<file path="src/rtl/key_pkg.sv">
// Shared definitions for the push-button conditioner: channel state encoding,
// counter sizing helper and the 100 MHz default timing constants.
package key_pkg;

    typedef logic [1:0] key_state_t;

    localparam key_state_t ST_RELEASED     = 2'd0;
    localparam key_state_t ST_PRESS_PEND   = 2'd1;
    localparam key_state_t ST_PRESSED      = 2'd2;
    localparam key_state_t ST_RELEASE_PEND = 2'd3;

    localparam int DEF_N_KEYS          = 3;
    localparam int DEF_DEBOUNCE_CYCLES = 1000000;
    localparam int DEF_REPEAT_EN       = 0;
    localparam int DEF_REPEAT_DELAY    = 50000000;
    localparam int DEF_REPEAT_PERIOD   = 10000000;

    // Width that holds the largest terminal value among all the timers.
    function automatic int cnt_width(input int debounce, input int delay, input int period);
        int m;
        m = debounce;
        if (delay > m) m = delay;
        if (period > m) m = period;
        return $clog2(m + 1);
    endfunction

endpackage

</file>
<file path="src/rtl/key_debounce_channel.sv">
// One key channel: two-flop synchroniser, debounce FSM with registered
// press/release strobes, and an optional auto-repeat timer.
module key_debounce_channel
    import key_pkg::*;
#(
    parameter int DEBOUNCE_CYCLES = DEF_DEBOUNCE_CYCLES,
    parameter int REPEAT_EN       = DEF_REPEAT_EN,
    parameter int REPEAT_DELAY    = DEF_REPEAT_DELAY,
    parameter int REPEAT_PERIOD   = DEF_REPEAT_PERIOD
) (
    input  logic clk100_i,
    input  logic rstn_i,
    input  logic key_i,
    output logic pressed_o,
    output logic down_o,
    output logic up_o
);

    localparam int CW = cnt_width(DEBOUNCE_CYCLES, REPEAT_DELAY, REPEAT_PERIOD);
    localparam logic [CW-1:0] DB_LAST = CW'(DEBOUNCE_CYCLES - 1);

    logic          s1;
    logic          s2;
    key_state_t    state;
    logic [CW-1:0] cnt;
    logic          rpt_fire;

    // Synchroniser resets to the released (high) level so no false press follows reset.
    always_ff @(posedge clk100_i or negedge rstn_i) begin
        if (!rstn_i) begin
            s1 <= 1'b1;
            s2 <= 1'b1;
        end else begin
            s1 <= key_i;
            s2 <= s1;
        end
    end

    always_ff @(posedge clk100_i or negedge rstn_i) begin
        if (!rstn_i) begin
            state     <= ST_RELEASED;
            cnt       <= '0;
            pressed_o <= 1'b0;
            down_o    <= 1'b0;
            up_o      <= 1'b0;
        end else begin
            down_o <= 1'b0;
            up_o   <= 1'b0;
            case (state)
                ST_RELEASED: begin
                    if (!s2) begin
                        state <= ST_PRESS_PEND;
                        cnt   <= CW'(1);
                    end
                end
                ST_PRESS_PEND: begin
                    if (s2) begin
                        state <= ST_RELEASED;
                        cnt   <= '0;
                    end else if (cnt == DB_LAST) begin
                        state     <= ST_PRESSED;
                        cnt       <= '0;
                        down_o    <= 1'b1;
                        pressed_o <= 1'b1;
                    end else begin
                        cnt <= cnt + CW'(1);
                    end
                end
                ST_PRESSED: begin
                    if (s2) begin
                        state <= ST_RELEASE_PEND;
                        cnt   <= CW'(1);
                    end else if (rpt_fire) begin
                        down_o <= 1'b1;
                    end
                end
                ST_RELEASE_PEND: begin
                    if (!s2) begin
                        state <= ST_PRESSED;
                        cnt   <= '0;
                    end else if (cnt == DB_LAST) begin
                        state     <= ST_RELEASED;
                        cnt       <= '0;
                        up_o      <= 1'b1;
                        pressed_o <= 1'b0;
                    end else begin
                        cnt <= cnt + CW'(1);
                    end
                end
                default: begin
                    state <= ST_RELEASED;
                    cnt   <= '0;
                end
            endcase
        end
    end

    if (REPEAT_EN != 0) begin : g_repeat
        logic [CW-1:0] rpt;
        logic          rpt_phase;
        logic [CW-1:0] rpt_last;

        // The first terminal is the initial delay; after the first repeat it is the period.
        assign rpt_last = rpt_phase ? CW'(REPEAT_PERIOD - 1) : CW'(REPEAT_DELAY - 1);
        assign rpt_fire = (state == ST_PRESSED) && !s2 && (rpt == rpt_last);

        always_ff @(posedge clk100_i or negedge rstn_i) begin
            if (!rstn_i) begin
                rpt       <= '0;
                rpt_phase <= 1'b0;
            end else if (state == ST_PRESSED) begin
                if (!s2) begin
                    if (rpt == rpt_last) begin
                        rpt       <= '0;
                        rpt_phase <= 1'b1;
                    end else begin
                        rpt <= rpt + CW'(1);
                    end
                end
            end else begin
                rpt <= '0;
                if (state != ST_RELEASE_PEND) rpt_phase <= 1'b0;
            end
        end
    end else begin : g_no_repeat
        assign rpt_fire = 1'b0;
    end

endmodule

</file>
<file path="src/rtl/key_debouncer.sv">
// Board push-button conditioner: one independent debounce channel per key,
// giving a clean held level plus press/release strobes to the datapath.
module key_debouncer
    import key_pkg::*;
#(
    parameter int N_KEYS          = DEF_N_KEYS,
    parameter int DEBOUNCE_CYCLES = DEF_DEBOUNCE_CYCLES,
    parameter int REPEAT_EN       = DEF_REPEAT_EN,
    parameter int REPEAT_DELAY    = DEF_REPEAT_DELAY,
    parameter int REPEAT_PERIOD   = DEF_REPEAT_PERIOD
) (
    input  logic              clk100_i,
    input  logic              rstn_i,
    input  logic [N_KEYS-1:0] key_i,
    output logic [N_KEYS-1:0] pressed_o,
    output logic [N_KEYS-1:0] down_o,
    output logic [N_KEYS-1:0] up_o
);

    for (genvar i = 0; i < N_KEYS; i++) begin : g_chan
        key_debounce_channel #(
            .DEBOUNCE_CYCLES (DEBOUNCE_CYCLES),
            .REPEAT_EN       (REPEAT_EN),
            .REPEAT_DELAY    (REPEAT_DELAY),
            .REPEAT_PERIOD   (REPEAT_PERIOD)
        ) u_chan (
            .clk100_i  (clk100_i),
            .rstn_i    (rstn_i),
            .key_i     (key_i[i]),
            .pressed_o (pressed_o[i]),
            .down_o    (down_o[i]),
            .up_o      (up_o[i])
        );
    end

endmodule
</file>
<file path="config.mk">
export PLATFORM = sky130hd
export DESIGN_NAME = key_debouncer
export DESIGN_NICKNAME = d
export VERILOG_FILES = /design/src/rtl/key_pkg.sv /design/src/rtl/key_debounce_channel.sv /design/src/rtl/key_debouncer.sv
export SDC_FILE = /design/constraint.sdc
export NUM_CORES = 1
export LEC_CHECK = 0
export ABC_AREA = 1
export CORE_ASPECT_RATIO = 0.75
export CORE_MARGIN = 2
export CORE_UTILIZATION = 50
export CTS_BUF_LIST = sky130_fd_sc_hd__clkbuf_16
export DETAILED_ROUTE_END_ITERATION = 10
export GPL_ROUTABILITY_DRIVEN = 0
export PLACE_DENSITY = 0.65
export SLEW_MARGIN = 25
export SYNTH_ARGS = -nofsm -noshare
export SYNTH_HDL_FRONTEND = slang
export SYNTH_SLANG_ARGS = --single-unit
</file>
<file path="constraint.sdc">
create_clock -name clk100_i -period 2.3 [get_ports clk100_i]
set_input_delay 0.23 -clock clk100_i [delete_from_list [all_inputs] [get_ports clk100_i]]
set_output_delay 0.23 -clock clk100_i [all_outputs]
set_load 0.005 [all_outputs]
</file>
Word-level counts from Yosys, hierarchy flattened
Cells that the tools add are included.
- reductions and logical operators: 15
- equal/unequal tests: 36
- add/sub/neg operators: 3
- muxes and demuxes: 69
- operators with widths (cell ; number):
    26-bit two-way mux ; 15
    26-bit case mux with 4 select lines ; 3
    26-bit by 1-bit adder with 26-bit output, second input constant ; 3
    26-bit by 20-bit == test with 1-bit output, second input constant ; 3
    2-bit two-way mux ; 18
    1-bit two-way mux ; 27
    2-bit by 1-bit != test with 1-bit output, second input constant ; 12
    2-bit case mux with 4 select lines ; 3
    5-bit AND reduction ; 3
    2-bit == test, second input constant ; 6
    2-bit != test, second input constant ; 6
    4-bit AND reduction ; 3
    3-bit by 1-bit != test with 1-bit output, second input constant ; 3
    3-bit != test, second input constant ; 3
    2-bit by 1-bit == test with 1-bit output, second input constant ; 3
    2-bit zero test ; 3
    1-bit case mux with 2 select lines ; 3
    2-bit AND reduction ; 3
    2-bit nonzero test ; 3
- input port bits: 5
- register bits after elaboration: 99
- output and inout port bits: 9
- word-level logic and storage cells: 144

Longest topological paths before layout
Gate-level depths: netlist of the first run.
- word-level depth: 4
- depth in mapped cells: 10
- mapped depth without buffers: 10

Modules after synthesis
Synthesis of the first run repeated with hierarchy kept, for this count alone.
- cells, all modules: 882
- area, all modules: 6267.3 um2
- modules (own cells, without submodules) (module ; cells an instance ; times used ; sequential area each (um2) ; area each (um2)):
    key_debounce_channel at g_chan[0].u_chan ... ; 300 ; 2 ; 828.3 ; 2112.0
    key_debounce_channel at g_chan[2].u_chan ; 282 ; 1 ; 828.3 ; 2043.2

Least setup slack after synthesis of the first run
No wires, ideal clock.
- path type: register -> register
- start: register g_chan[0].u_chan.cnt[0]
- end: register g_chan[0].u_chan.cnt[20]
- clock period less this slack: 1.454 ns
- stages on the path, launching flop included: 10
- data required time: 2.183 ns
- data arrival time: 1.336 ns
- slack: 0.846 ns
- setup time: 0.117 ns
- path through: dfrtp_1 -> ha_1 -> nand2_2 -> nor2_2 -> nand3_1 -> nor2_2 -> nor2_2 -> buf_6 -> nand3_1 -> nand2_1
- word-level cells in the longest chain between the ends: 4
- ends and longest elaborated chain (element ; RTL line ; text):
    start, declared ; key_debounce_channel.sv:25 ; logic [CW-1:0] cnt;
    start signal, assigned ; key_debounce_channel.sv:66 ; cnt <= cnt + CW'(1);
    start signal, assigned ; key_debounce_channel.sv:87 ; cnt <= cnt + CW'(1);
    26-bit by 1-bit adder with 26-bit output or 26-bit by 20-bit == test with 1-bit output (tied branches) ; - ;
    26-bit two-way mux (*) ; key_debounce_channel.sv:60, key_debounce_channel.sv:81 ;
    26-bit two-way mux, on equally long branches ; key_debounce_channel.sv:78, key_debounce_channel.sv:57 ;
    26-bit case mux with 4 select lines (*) ; key_debounce_channel.sv:49 ; case (state)
Mark *: on every way between the ends. The rest lies on a longest branch, timed or not.
A chain may end at the register's enable or synchronous reset.

Worst setup path in the final report of the first run
- start: register g_chan[2].u_chan.cnt[0]
- end: register g_chan[2].u_chan.cnt[25]
- word-level cells in the longest chain between the ends: 4
- ends and longest elaborated chain (element ; RTL line):
    start, declared ; key_debounce_channel.sv:25
    start signal, assigned ; key_debounce_channel.sv:66
    start signal, assigned ; key_debounce_channel.sv:87
    26-bit by 1-bit adder with 26-bit output or 26-bit by 20-bit == test with 1-bit output (tied branches) ; -
    26-bit two-way mux (*) ; key_debounce_channel.sv:60, key_debounce_channel.sv:81
    26-bit two-way mux, on equally long branches ; key_debounce_channel.sv:78, key_debounce_channel.sv:57
    26-bit case mux with 4 select lines (*) ; key_debounce_channel.sv:49
Marked as above.

==> results of run 1 <==
Yosys cell counts:
| library cell | instances |
|---|---|
| sky130_fd_sc_hd__buf_2 | 5 |
| sky130_fd_sc_hd__o21bai_1 | 3 |
| sky130_fd_sc_hd__o21ai_1 | 7 |
| sky130_fd_sc_hd__nor2_1 | 109 |
| sky130_fd_sc_hd__and2_1 | 1 |
| sky130_fd_sc_hd__nand4_1 | 25 |
| sky130_fd_sc_hd__ha_1 | 3 |
| sky130_fd_sc_hd__or2_1 | 1 |
| sky130_fd_sc_hd__xnor2_1 | 5 |
| sky130_fd_sc_hd__xor2_1 | 27 |
| sky130_fd_sc_hd__a21o_1 | 2 |
| sky130_fd_sc_hd__nand2_2 | 7 |
| sky130_fd_sc_hd__nor2_4 | 11 |
| sky130_fd_sc_hd__clkbuf_1 | 2 |
| sky130_fd_sc_hd__dfrtp_1 | 93 |
| sky130_fd_sc_hd__o22ai_1 | 13 |
| sky130_fd_sc_hd__buf_4 | 12 |
| sky130_fd_sc_hd__nor3b_1 | 1 |
| sky130_fd_sc_hd__dfstp_2 | 6 |
| sky130_fd_sc_hd__nor3_1 | 4 |
| sky130_fd_sc_hd__nor2_2 | 17 |
| sky130_fd_sc_hd__o21ai_0 | 22 |
| sky130_fd_sc_hd__nand3_4 | 1 |
| sky130_fd_sc_hd__and2_0 | 1 |
| sky130_fd_sc_hd__nand3_1 | 93 |
| sky130_fd_sc_hd__a21oi_1 | 6 |
| sky130_fd_sc_hd__nand3b_1 | 2 |
| sky130_fd_sc_hd__buf_6 | 3 |
| sky130_fd_sc_hd__inv_1 | 109 |
| sky130_fd_sc_hd__nand2_1 | 305 |
| sky130_fd_sc_hd__nand3_2 | 3 |
kinds of logic after synthesis:
group,Yosys count,share of synthesized area
buffers and inverters,131,0.0909
AOI/OAI and AO/OA,53,0.0473
DFF,99,0.399
xor gates and xnor gates,32,0.0451
and+or+nand+nor,581,0.411
adders and majority gates,3,0.00603
layout make-up:
| class | instances | area, um^2 |
|---|---|---|
| Clock buffer | 9 | 225 |
| Inverter | 109 | 409 |
| Fill cell | 1171 | 5430 |
| Multi-Input combinational cell | 669 | 3170 |
| Timing Repair Buffer | 21 | 203 |
| Sequential cell | 99 | 2480 |
| Clock inverter | 7 | 92.6 |
| Tap cell | 166 | 208 |
through the flow:
stage                     total power [W]  instance area [um^2]  setup slack (ns)   util  hold slack [ns]
after detailed placement          0.00240                  6460             0.458  0.529            0.290
after CTS                         0.00405                  6790             0.436  0.556            0.272
after floorplan                   0.00226                  6220             0.846      -          -0.0656
after global placement            0.00239                  6460             0.530  0.529            0.294
final                             0.00400                  6790             0.418  0.556            0.284
after global routing              0.00418                  6790             0.235  0.556            0.278
path summary, 6_finish.rpt:
| kind | from | endpoint | slack, ns | depth (start not counted) |
|---|---|---|---|---|
| worst max-delay path | g_chan[2].u_chan.cnt[0] | g_chan[2].u_chan.cnt[25] | 0.42 | 8 |
| worst min-delay path | key_i[1] | g_chan[1].u_chan.s1 | 0.28 | 1 |
| worst max register to register | g_chan[2].u_chan.cnt[0] | g_chan[2].u_chan.cnt[25] | 0.42 | 8 |
| worst min register to register | g_chan[1].u_chan.s1 | g_chan[1].u_chan.s2 | 0.36 | 0 |
| max in group asynchronous | rstn_i | g_chan[0].u_chan.cnt[20] | 1.14 | 3 |
| min in group asynchronous | rstn_i | g_chan[2].u_chan.cnt[25] | 0.45 | 2 |
per-layer routing:
layer,global-route usage,share of wire,up-vias
li1,-,-,2839
met1,0.331,0.52,2614
met2,0.338,0.43,128
met3,0.0432,0.041,9
met4,0.0546,0.0071,0
met5,0,0,-
flip-flops by register name (all words and copies together), names as in the netlist, named ones only:
| name | count |
|---|---|
| g_chan.u_chan.cnt | 78 |
| g_chan.u_chan.down_o | 3 |
| g_chan.u_chan.pressed_o | 3 |
| g_chan.u_chan.s1 | 3 |
| g_chan.u_chan.s2 | 3 |
| g_chan.u_chan.state | 3 |
| g_chan.u_chan.up_o | 3 |
timing repair:
| action | 4_1_cts | 5_1_grt |
|---|---|---|
| resized for setup | 0 | 0 |
| hold endpoints to repair | 43 | 0 |
| hold buffers | 1 | 0 |
cells in the final DEF, fill, tap and decap left out, types with 3 or more instances in the layout:
master                            count
sky130_fd_sc_hd__dfrtp_1             93
sky130_fd_sc_hd__clkbuf_16            9
sky130_fd_sc_hd__nor2_2              17
sky130_fd_sc_hd__o21ai_1              7
sky130_fd_sc_hd__o22ai_1             13
sky130_fd_sc_hd__buf_4                7
sky130_fd_sc_hd__dfstp_2              6
sky130_fd_sc_hd__o21bai_1             3
sky130_fd_sc_hd__o21ai_0             22
sky130_fd_sc_hd__clkdlybuf4s50_1     12
sky130_fd_sc_hd__ha_1                 3
sky130_fd_sc_hd__xnor2_1              5
sky130_fd_sc_hd__nor2_4              11
sky130_fd_sc_hd__nand4_1             25
sky130_fd_sc_hd__nand2_2              7
sky130_fd_sc_hd__xor2_1              27
sky130_fd_sc_hd__nor3_1               4
sky130_fd_sc_hd__a21oi_1              6
sky130_fd_sc_hd__nand3_1             93
sky130_fd_sc_hd__nor2_1             109
sky130_fd_sc_hd__nand3_2              3
sky130_fd_sc_hd__nand2_1            305
sky130_fd_sc_hd__inv_1              111
critical path, delay by kind of cell (launching register included):
| family | cells | cell delay (ns) |
|---|---|---|
| DFF | 1 | 0.42 |
| adders and majority gates | 1 | 0.25 |
| and+or+nand+nor | 7 | 1.15 |
power groups by stage:
stage / Combinational (W) / Clock [W] / Sequential [W]
final: 0.000453 / 0.00164 / 0.00191
after global routing: 0.000512 / 0.00174 / 0.00193
after CTS: 0.000459 / 0.00168 / 0.00191
after detailed placement: 0.000454 / 0 / 0.00194
after global placement: 0.000452 / 0 / 0.00194
after floorplan: 0.000348 / 0 / 0.00191
==> flow_summary.ini, run 1 <==
[floorplanning]
die_height_um = 101
num_rows = 35
floorplan.io_pins = 14
effective_utilization_at_floorplan = 0.509
core_region_area_um2 = 12200
die_area_um2 = 13400
dieWidth_um = 133

[run_status]
run_status = finished clean

[yosys]
synth_area_leader_cell = sky130_fd_sc_hd__dfrtp_1
synth.yosys.warnings = 0
netlist_instances = 899
synth_top_cells_by_area = sky130_fd_sc_hd__dfrtp_1 (37%), sky130_fd_sc_hd__nand2_1 (18%), sky130_fd_sc_hd__nand3_1 (7.5%), sky130_fd_sc_hd__inv_1 (6.6%), sky130_fd_sc_hd__nor2_1 (6.6%)
synth_largest_type_area_fraction = 0.374
syn-cell-area_um2 = 6220
post_synth_num_cell_types = 31
synth-seq-area-share = 0.399
synth_seq_cells = 99
synth_area_per_cell_um2 = 6.92
synth_nets = 907

[worst_setup_path]
crit_path_cell_trace = ha_1 -> nand2_2 -> nor2_2 -> nand3_1 -> nor2_2 -> nor2_2 -> nand3_1 -> nand2_1
crit_path_start_kind = flip-flop
end_kind = flip-flop
critical-path-max-stage-delay_ns = 0.52
path_class = flip-flop to flip-flop
worstPathMaxFanout = 13
cp_slowest_cell = sky130_fd_sc_hd__nor2_2
critical_path.most_common_cell = sky130_fd_sc_hd__nor2_2
arrival_ns = 2.16
critPathRequiredTime_ns = 2.58

[run]
max_cap_viol_count = 0

[power_and_ir_drop]
power.share.clock = 0.409
switchingPower_w = 0.00110
combPwrFrac = 0.113
power.share.sequential = 0.478
internal-power_w = 0.00290
p_per_area_nw_per_um2 = 589
leakage_nw = 3.20
sw_frac_of_total = 0.275
max_vdd_drop_v = 0.000384

[clock_tree]
clockBufferDepth = 2
post_cts_clock_slew_at_the_launch_and_capture_registers_of_the_worst_setup_and_hold_paths_ns = 0.07
cts_inserted_buffers = 9
post_cts.repair.setup_buffers = 0
clock_tree.root_cell = sky130_fd_sc_hd__clkbuf_16
tritoncts = yes
cts_sinks = 99
clock_tree.htree_level_count = 3
clock_latency_ns = 0.34

[detailed_routing]
detail_route.wirelength_um = 14400
routed-via-count = 5590
number_of_violations_reported_at_the_end_of_detailed_routing_iteration_0 = 407
final_antenna_net_count = 0
first_pass_iters = 5
drcViolationCount = 0
post_drt_wl_per_cell_um = 13.3
routed_via_density = 5.18

[layout]
post_layout_nonfiller_instances = 1080
antennaDiodeCount = 0
post_route_cells_drive_above_1_share = 0.0733
final_net_count = 917
area_delta_synth_final_pct = 9.19

[timing]
timing.final.max_slew_violations = 0
timing.slew.headroom = 0.553
grt_setup_unrepaired = false
layout_worst_path_cycle_share = 0.818
finalHoldViolations = 0
fin_tns_setup_ns = 0
fmax_ghz = 0.531
layout_min_cycle_time_ns = 1.88
timing_worst_slew_pin_value_ns = 0.669
worst_clock_skew_ns = 0.00557
setup_viol = 0

[placed_design]
detailedPlacementHpwl_um = 10600
port_buffers = 13
dpl_cells = 1063

[global_route]
overflow = 0
grt_antenna_before_repair = 0
vias_in_the_first_global_route = 5005
grt_first_pass_wirelength_um = 24200
global_route.usage.total = 0.223
pin_count_of_the_biggest_net_entering_global_routing = 50

[worst_hold_path]
worstHoldPathType = input pin to flip-flop
Note: power is estimated with default switching activity, not from simulation.
==> run 2: changes to the inputs <==
Settings changed: PLACE_DENSITY 0.65 to 0.68.
Clock period 2.3 ns to 1.6 ns, I/O delays scaled along.
==> run 2 against run 1 <==
The flow now finishes with violations (negative setup slack). Clock-buffer cell count did not move. Clock power rose by 35%. Critical path depth rose by 1. Via count rose by 4.7%.
==> flow_summary.ini, run 2 (synthesis gave the netlist of run 1 again) <==
[worst_setup_path]
critical-path-top-delay-family = simple AND/OR/NAND/NOR gates
critical_path.n_buffers_inverters = 1
timing.rr.start = g_chan[2].u_chan.cnt[0]
crit_path_cell_trace = ha_2 -> nand2_2 -> buf_6 -> nor2_4 -> nand3_4 -> nor2_4 -> nand3_2 -> nand3_2 -> nand2_1
critical-path-max-stage-delay_ns = 0.36
cp-endpoint = g_chan[2].u_chan.cnt[20]
end_kind = flip-flop
worstPathMaxFanout = 5
cp_slowest_cell = sky130_fd_sc_hd__dfrtp_1
crit_path_start_kind = flip-flop
cp_num_cells = 9
critPathLaunch = g_chan[2].u_chan.cnt[0]
arrival_ns = 1.88
critPathRequiredTime_ns = 1.84
path_class = flip-flop to flip-flop
r2r_cells = 9
reg2reg_slack_ns = -0.04
r2r-end = g_chan[2].u_chan.cnt[20]

[timing]
timing_worst_slew_pin_value_ns = 0.398
layout_worst_path_cycle_share = 1.02
timing.final.max_slew_violations = 0
grt_setup_unrepaired = true
worst_clock_skew_ns = 0.00767
setup_viol = 2
layout_setup_ws_ns = -0.0357
finalHoldViolations = 0
timing.slew.headroom = 0.734
fmax_ghz = 0.611
fin_tns_setup_ns = -0.0365
layout_min_cycle_time_ns = 1.64

[floorplanning]
num_rows = 35
dieWidth_um = 133
floorplan.io_pins = 14
die_area_um2 = 13400
die_height_um = 101
effective_utilization_at_floorplan = 0.509
core_region_area_um2 = 12200

[detailed_routing]
post_drt_wl_per_cell_um = 12.9
final_antenna_net_count = 0
detail_route.wirelength_um = 14800
drcViolationCount = 0
routed-via-count = 5854
routed_via_density = 5.10
number_of_violations_reported_at_the_end_of_detailed_routing_iteration_0 = 383
first_pass_iters = 5

[power_and_ir_drop]
p_per_area_nw_per_um2 = 777
leakage_nw = 3.60
post-layout-total-power_w = 0.00587
max_vdd_drop_v = 0.000688

[layout]
max_ffs_per_register = 78
mostFrequentLayoutCell = sky130_fd_sc_hd__nand2_1
antennaDiodeCount = 0
register_with_the_most_flip_flops = g_chan.u_chan.cnt
area_delta_synth_final_pct = 21.5
n_fill_cell = 1093
post_route_cells_drive_above_1_share = 0.181
final_cell_mix = sky130_fd_sc_hd__nand2_1 (297), sky130_fd_sc_hd__inv_1 (108), sky130_fd_sc_hd__nor2_1 (93)
final_net_count = 984

[clock_tree]
cts_sinks = 99
tritoncts = yes
clock_latency_ns = 0.35
clockBufferDepth = 2
post_cts_clock_slew_at_the_launch_and_capture_registers_of_the_worst_setup_and_hold_paths_ns = 0.08
clock_tree.root_cell = sky130_fd_sc_hd__clkbuf_16
cts_inserted_buffers = 9
clock_tree.htree_level_count = 3

[global_route]
overflow = 0
pin_count_of_the_biggest_net_entering_global_routing = 48
grt_antenna_before_repair = 0
global_route.usage.total = 0.229
grt_first_pass_wirelength_um = 24800
vias_in_the_first_global_route = 5246

[run]
max_cap_viol_count = 0

[run_status]
failed_checks = negative setup slack
run_status = complete, but fails checks

[placed_design]
port_buffers = 13
detailedPlacementHpwl_um = 10500

[worst_hold_path]
worstHoldPathType = input pin to async pin
run 2: timing repair:
action	in CTS	in global routing
hold buffers	1	0
pin swaps	2	20
setup endpoints to repair	51	73
gates cloned	1	2
gates resized for setup	8	63
endpoints found under the hold margin	93	0
setup buffers	0	9
run 2: area by class of cell:
class,count,area (um^2),share of cell area
Clock buffer,9,225,0.0298
Clock inverter,7,73.8,0.00976
Inverter,109,409,0.0541
Multi-Input combinational cell,672,3440,0.455
Sequential cell,99,2490,0.329
Tap cell,166,208,0.0275
Timing Repair Buffer,85,716,0.0947
run 2: worst min-delay path by stage:
stage / endpoint / cells past startpoint / from
floorplan: async pin / 0 / rstn_i
global placement: g_chan[0].u_chan.cnt[4] / 1 / rstn_i
detailed placement: g_chan[0].u_chan.cnt[4] / 1 / rstn_i
CTS: g_chan[0].u_chan.cnt[4] / 2 / rstn_i
global route: g_chan[0].u_chan.cnt[4] / 2 / rstn_i
finish: g_chan[0].u_chan.cnt[4] / 2 / rstn_i
run 2: report_power, final:
| part | switching, W | total (W) | internal [W] |
|---|---|---|---|
| clock network | 0.00110 | 0.00221 | 0.00111 |
| logic | 0.000570 | 0.000943 | 0.000373 |
| registers | 0.000110 | 0.00272 | 0.00261 |
run 2: per-layer routing:
metal | routed length (um) | track usage | up-vias
li1 | - | - | 2995
met1 | 7460 | 0.342 | 2732
met2 | 6530 | 0.352 | 113
met3 | 678 | 0.0397 | 14
met4 | 163 | 0.0438 | 0
met5 | 0 | 0 | -
run 2: per-stage QoR:
stage                     cells  hold slack (ns)  utilization  area [um^2]  setup slack (ns)
after floorplan             899           -0.136            -         6220             0.146
final                      1147            0.142        0.619         7560           -0.0357
after global routing       1147            0.151        0.619         7560            -0.141
after global placement     1118          -0.0291        0.564         6890            -0.101
after detailed placement   1118          -0.0264        0.564         6890            -0.154
after CTS                  1136            0.135        0.592         7240          -0.00533
==> run 3: changes to the inputs <==
Settings changed: HOLD_SLACK_MARGIN from default to 0.02, SYNTH_HIERARCHICAL from default to 1.
==> run 3 against run 2 <==
The flow now finishes without violations. Worst hold slack improved by 0.067 ns. Non-clock buffer count grew 16. Die area is 0.72% higher. Clock skew grew 0.0025 ns. Synthesized cell count down 1.9%. Via count grew 2.0%. Critical path depth up 1. Wire length up 7.7%. Clock power up 2%. Synthesized area rose by 0.74%. Combinational power grew to 2.5 times the previous value. Critical path type unchanged.
==> flow_summary.ini, run 3 <==
[yosys]
async_reset_ff_frac = 1.00
synth_seq_cells = 99
post_synth_num_cell_types = 36
synth-seq-area-share = 0.396
synthFlopType = sky130_fd_sc_hd__dfrtp_1
synth_nets = 890
synth_area_per_cell_um2 = 7.11
synth_edf_count = 0
synth_area_leader_cell = sky130_fd_sc_hd__dfrtp_1
post_synth_most_frequent_cells = sky130_fd_sc_hd__nand2_1 (287), sky130_fd_sc_hd__nor2_1 (119), sky130_fd_sc_hd__dfrtp_1 (93)
synth.most_common_cell = sky130_fd_sc_hd__nand2_1
syn-cell-area_um2 = 6270
synth_top_cells_by_area = sky130_fd_sc_hd__dfrtp_1 (37%), sky130_fd_sc_hd__nand2_1 (17%), sky130_fd_sc_hd__nor2_1 (7.1%), sky130_fd_sc_hd__inv_1 (5.1%), sky130_fd_sc_hd__nand3_1 (4.9%)
synth_largest_type_area_fraction = 0.371
synth.yosys.warnings = 6
netlist_instances = 882

[worst_setup_path]
crit_path_cell_trace = inv_1 -> nand2_1 -> nor2_1 -> nand3_2 -> nor2_4 -> nor2_8 -> buf_12 -> nor2_4 -> nand2_1 -> nand2_1
r2r_cells = 10
worstPathMaxFanout = 6
arrival_ns = 1.89
end_kind = flip-flop
critical-path-max-stage-delay_ns = 0.46
path_class = flip-flop to flip-flop
critical-path-top-delay-family = simple AND/OR/NAND/NOR gates
critical_path.n_buffers_inverters = 2
cp_slowest_cell = sky130_fd_sc_hd__dfrtp_1
critical_path.most_common_cell = sky130_fd_sc_hd__nand2_1
cp_num_cells = 10
crit_path_start_kind = flip-flop
critPathRequiredTime_ns = 1.89

[timing]
layout_setup_ws_ns = 0.0000691
fmax_ghz = 0.625
grt_setup_unrepaired = true
finalHoldViolations = 0
worst_clock_skew_ns = 0.0102
layout_min_cycle_time_ns = 1.60
layout_worst_path_cycle_share = 1.00
setup_viol = 0
timing_worst_slew_pin_value_ns = 0.418
timing.final.max_slew_violations = 0
timing.slew.headroom = 0.721

[layout]
mostFrequentLayoutCell = sky130_fd_sc_hd__nand2_1
final_net_count = 989
area_delta_synth_final_pct = 26.9
post_route_cells_drive_above_1_share = 0.267
max_ffs_per_register = 78
register_with_the_most_flip_flops = g_chan.u_chan/cnt
final_cell_mix = sky130_fd_sc_hd__nand2_1 (279), sky130_fd_sc_hd__nor2_1 (102), sky130_fd_sc_hd__dfrtp_1 (84)
antennaDiodeCount = 0
post_layout_nonfiller_instances = 1152

[detailed_routing]
detail_route.wirelength_um = 16000
final_antenna_net_count = 0
routed_via_density = 5.18
post_drt_wl_per_cell_um = 13.9
number_of_violations_reported_at_the_end_of_detailed_routing_iteration_0 = 436
first_pass_iters = 5
drcViolationCount = 0
routed-via-count = 5969

[power_and_ir_drop]
p_per_area_nw_per_um2 = 939
max_vdd_drop_v = 0.000772
leakage_nw = 3.64

[floorplanning]
die_height_um = 101
num_rows = 35
die_area_um2 = 13500
effective_utilization_at_floorplan = 0.511
floorplan.io_pins = 14
dieWidth_um = 133
core_region_area_um2 = 12300

[clock_tree]
cts_inserted_buffers = 9
post_cts_clock_slew_at_the_launch_and_capture_registers_of_the_worst_setup_and_hold_paths_ns = 0.07
tritoncts = yes
cts_sinks = 99
clockBufferDepth = 2
clock_tree.htree_level_count = 3
clock_tree.root_cell = sky130_fd_sc_hd__clkbuf_16
clock_latency_ns = 0.35

[run_status]
run_status = finished clean

[worst_hold_path]
hold-path-cell-count = 1
worstHoldPathType = input pin to flip-flop

[global_route]
global_route.usage.total = 0.243
grt_first_pass_wirelength_um = 26200
pin_count_of_the_biggest_net_entering_global_routing = 35
vias_in_the_first_global_route = 5454
grt_antenna_before_repair = 0
overflow = 0

[placed_design]
preCtsSetupSlack_ns = -0.101
port_buffers = 13
detailedPlacementHpwl_um = 11400
dpl_cells = 1121

[run]
max_cap_viol_count = 0
## run 3: worst paths after layout
path                                          from                      end  slack, ns
setup / recovery           g_chan[2].u_chan/cnt[8]                flip-flop    0.00007
hold / removal                            key_i[2]      g_chan[2].u_chan/s1       0.21
setup reg to reg           g_chan[2].u_chan/cnt[8]                flip-flop    0.00007
hold reg to reg                g_chan[2].u_chan/s1      g_chan[2].u_chan/s2       0.36
max in group asynchronous                   rstn_i      g_chan[1].u_chan/s1       0.71
min in group asynchronous                   rstn_i  g_chan[2].u_chan/cnt[4]       0.28
## run 3: kinds of logic (layout without fill, tap and decap cells)
logic type / Yosys count / count (layout) / synth area share
simple gates: 572 / 572 / 0.430
buf+inv: 117 / 221 / 0.0789
flops: 99 / 99 / 0.396
compound gates: 77 / 77 / 0.0687
xor+xnor: 14 / 14 / 0.0196
fa+ha+maj: 3 / 3 / 0.00599
## run 3: timing repair
action / 4_1_cts / 5_1_grt
setup endpoints to repair: 55 / 88
gates resized for setup: 8 / 98
setup buffers: 3 / 10
pin swaps: 5 / 24
endpoints found under the hold margin: 22 / 0
gates cloned: 0 / 2
hold buffers: 1 / 0
## run 3: stage by stage
step	cell area [um^2]	TNS, ns	total power, W	hold slack, ns	utilization
final	7960	0	0.00747	0.209	0.649
after global routing	7960	-1.51	0.00786	0.205	0.649
after CTS	7520	0	0.00715	0.200	0.613
after global placement	7120	-0.941	0.00477	0.120	0.581
after detailed placement	7120	-2.01	0.00478	0.122	0.581
after floorplan	6270	0	0.00406	-0.136	-
## run 3: layout make-up
class	instances	area, um^2
Inverter	104	390
Timing Repair Buffer	101	941
Clock buffer	9	225
Sequential cell	99	2500
Multi-Input combinational cell	666	3620
Fill cell	1049	4310
Clock inverter	7	76.3
Tap cell	166	208
## run 3: power by group
group | total (W) | internal [W] | switching, W
logic | 0.00240 | 0.000977 | 0.00143
registers | 0.00282 | 0.00266 | 0.000159
clock network | 0.00225 | 0.00123 | 0.00101
## run 3: layer usage
layer  part of all wire  vias up  global-route usage
li1                   -     3006                   -
met1               0.51     2782               0.365
met2               0.44      163               0.360
met3              0.043       18              0.0447
met4              0.011        0              0.0638
met5                  0        -                   0
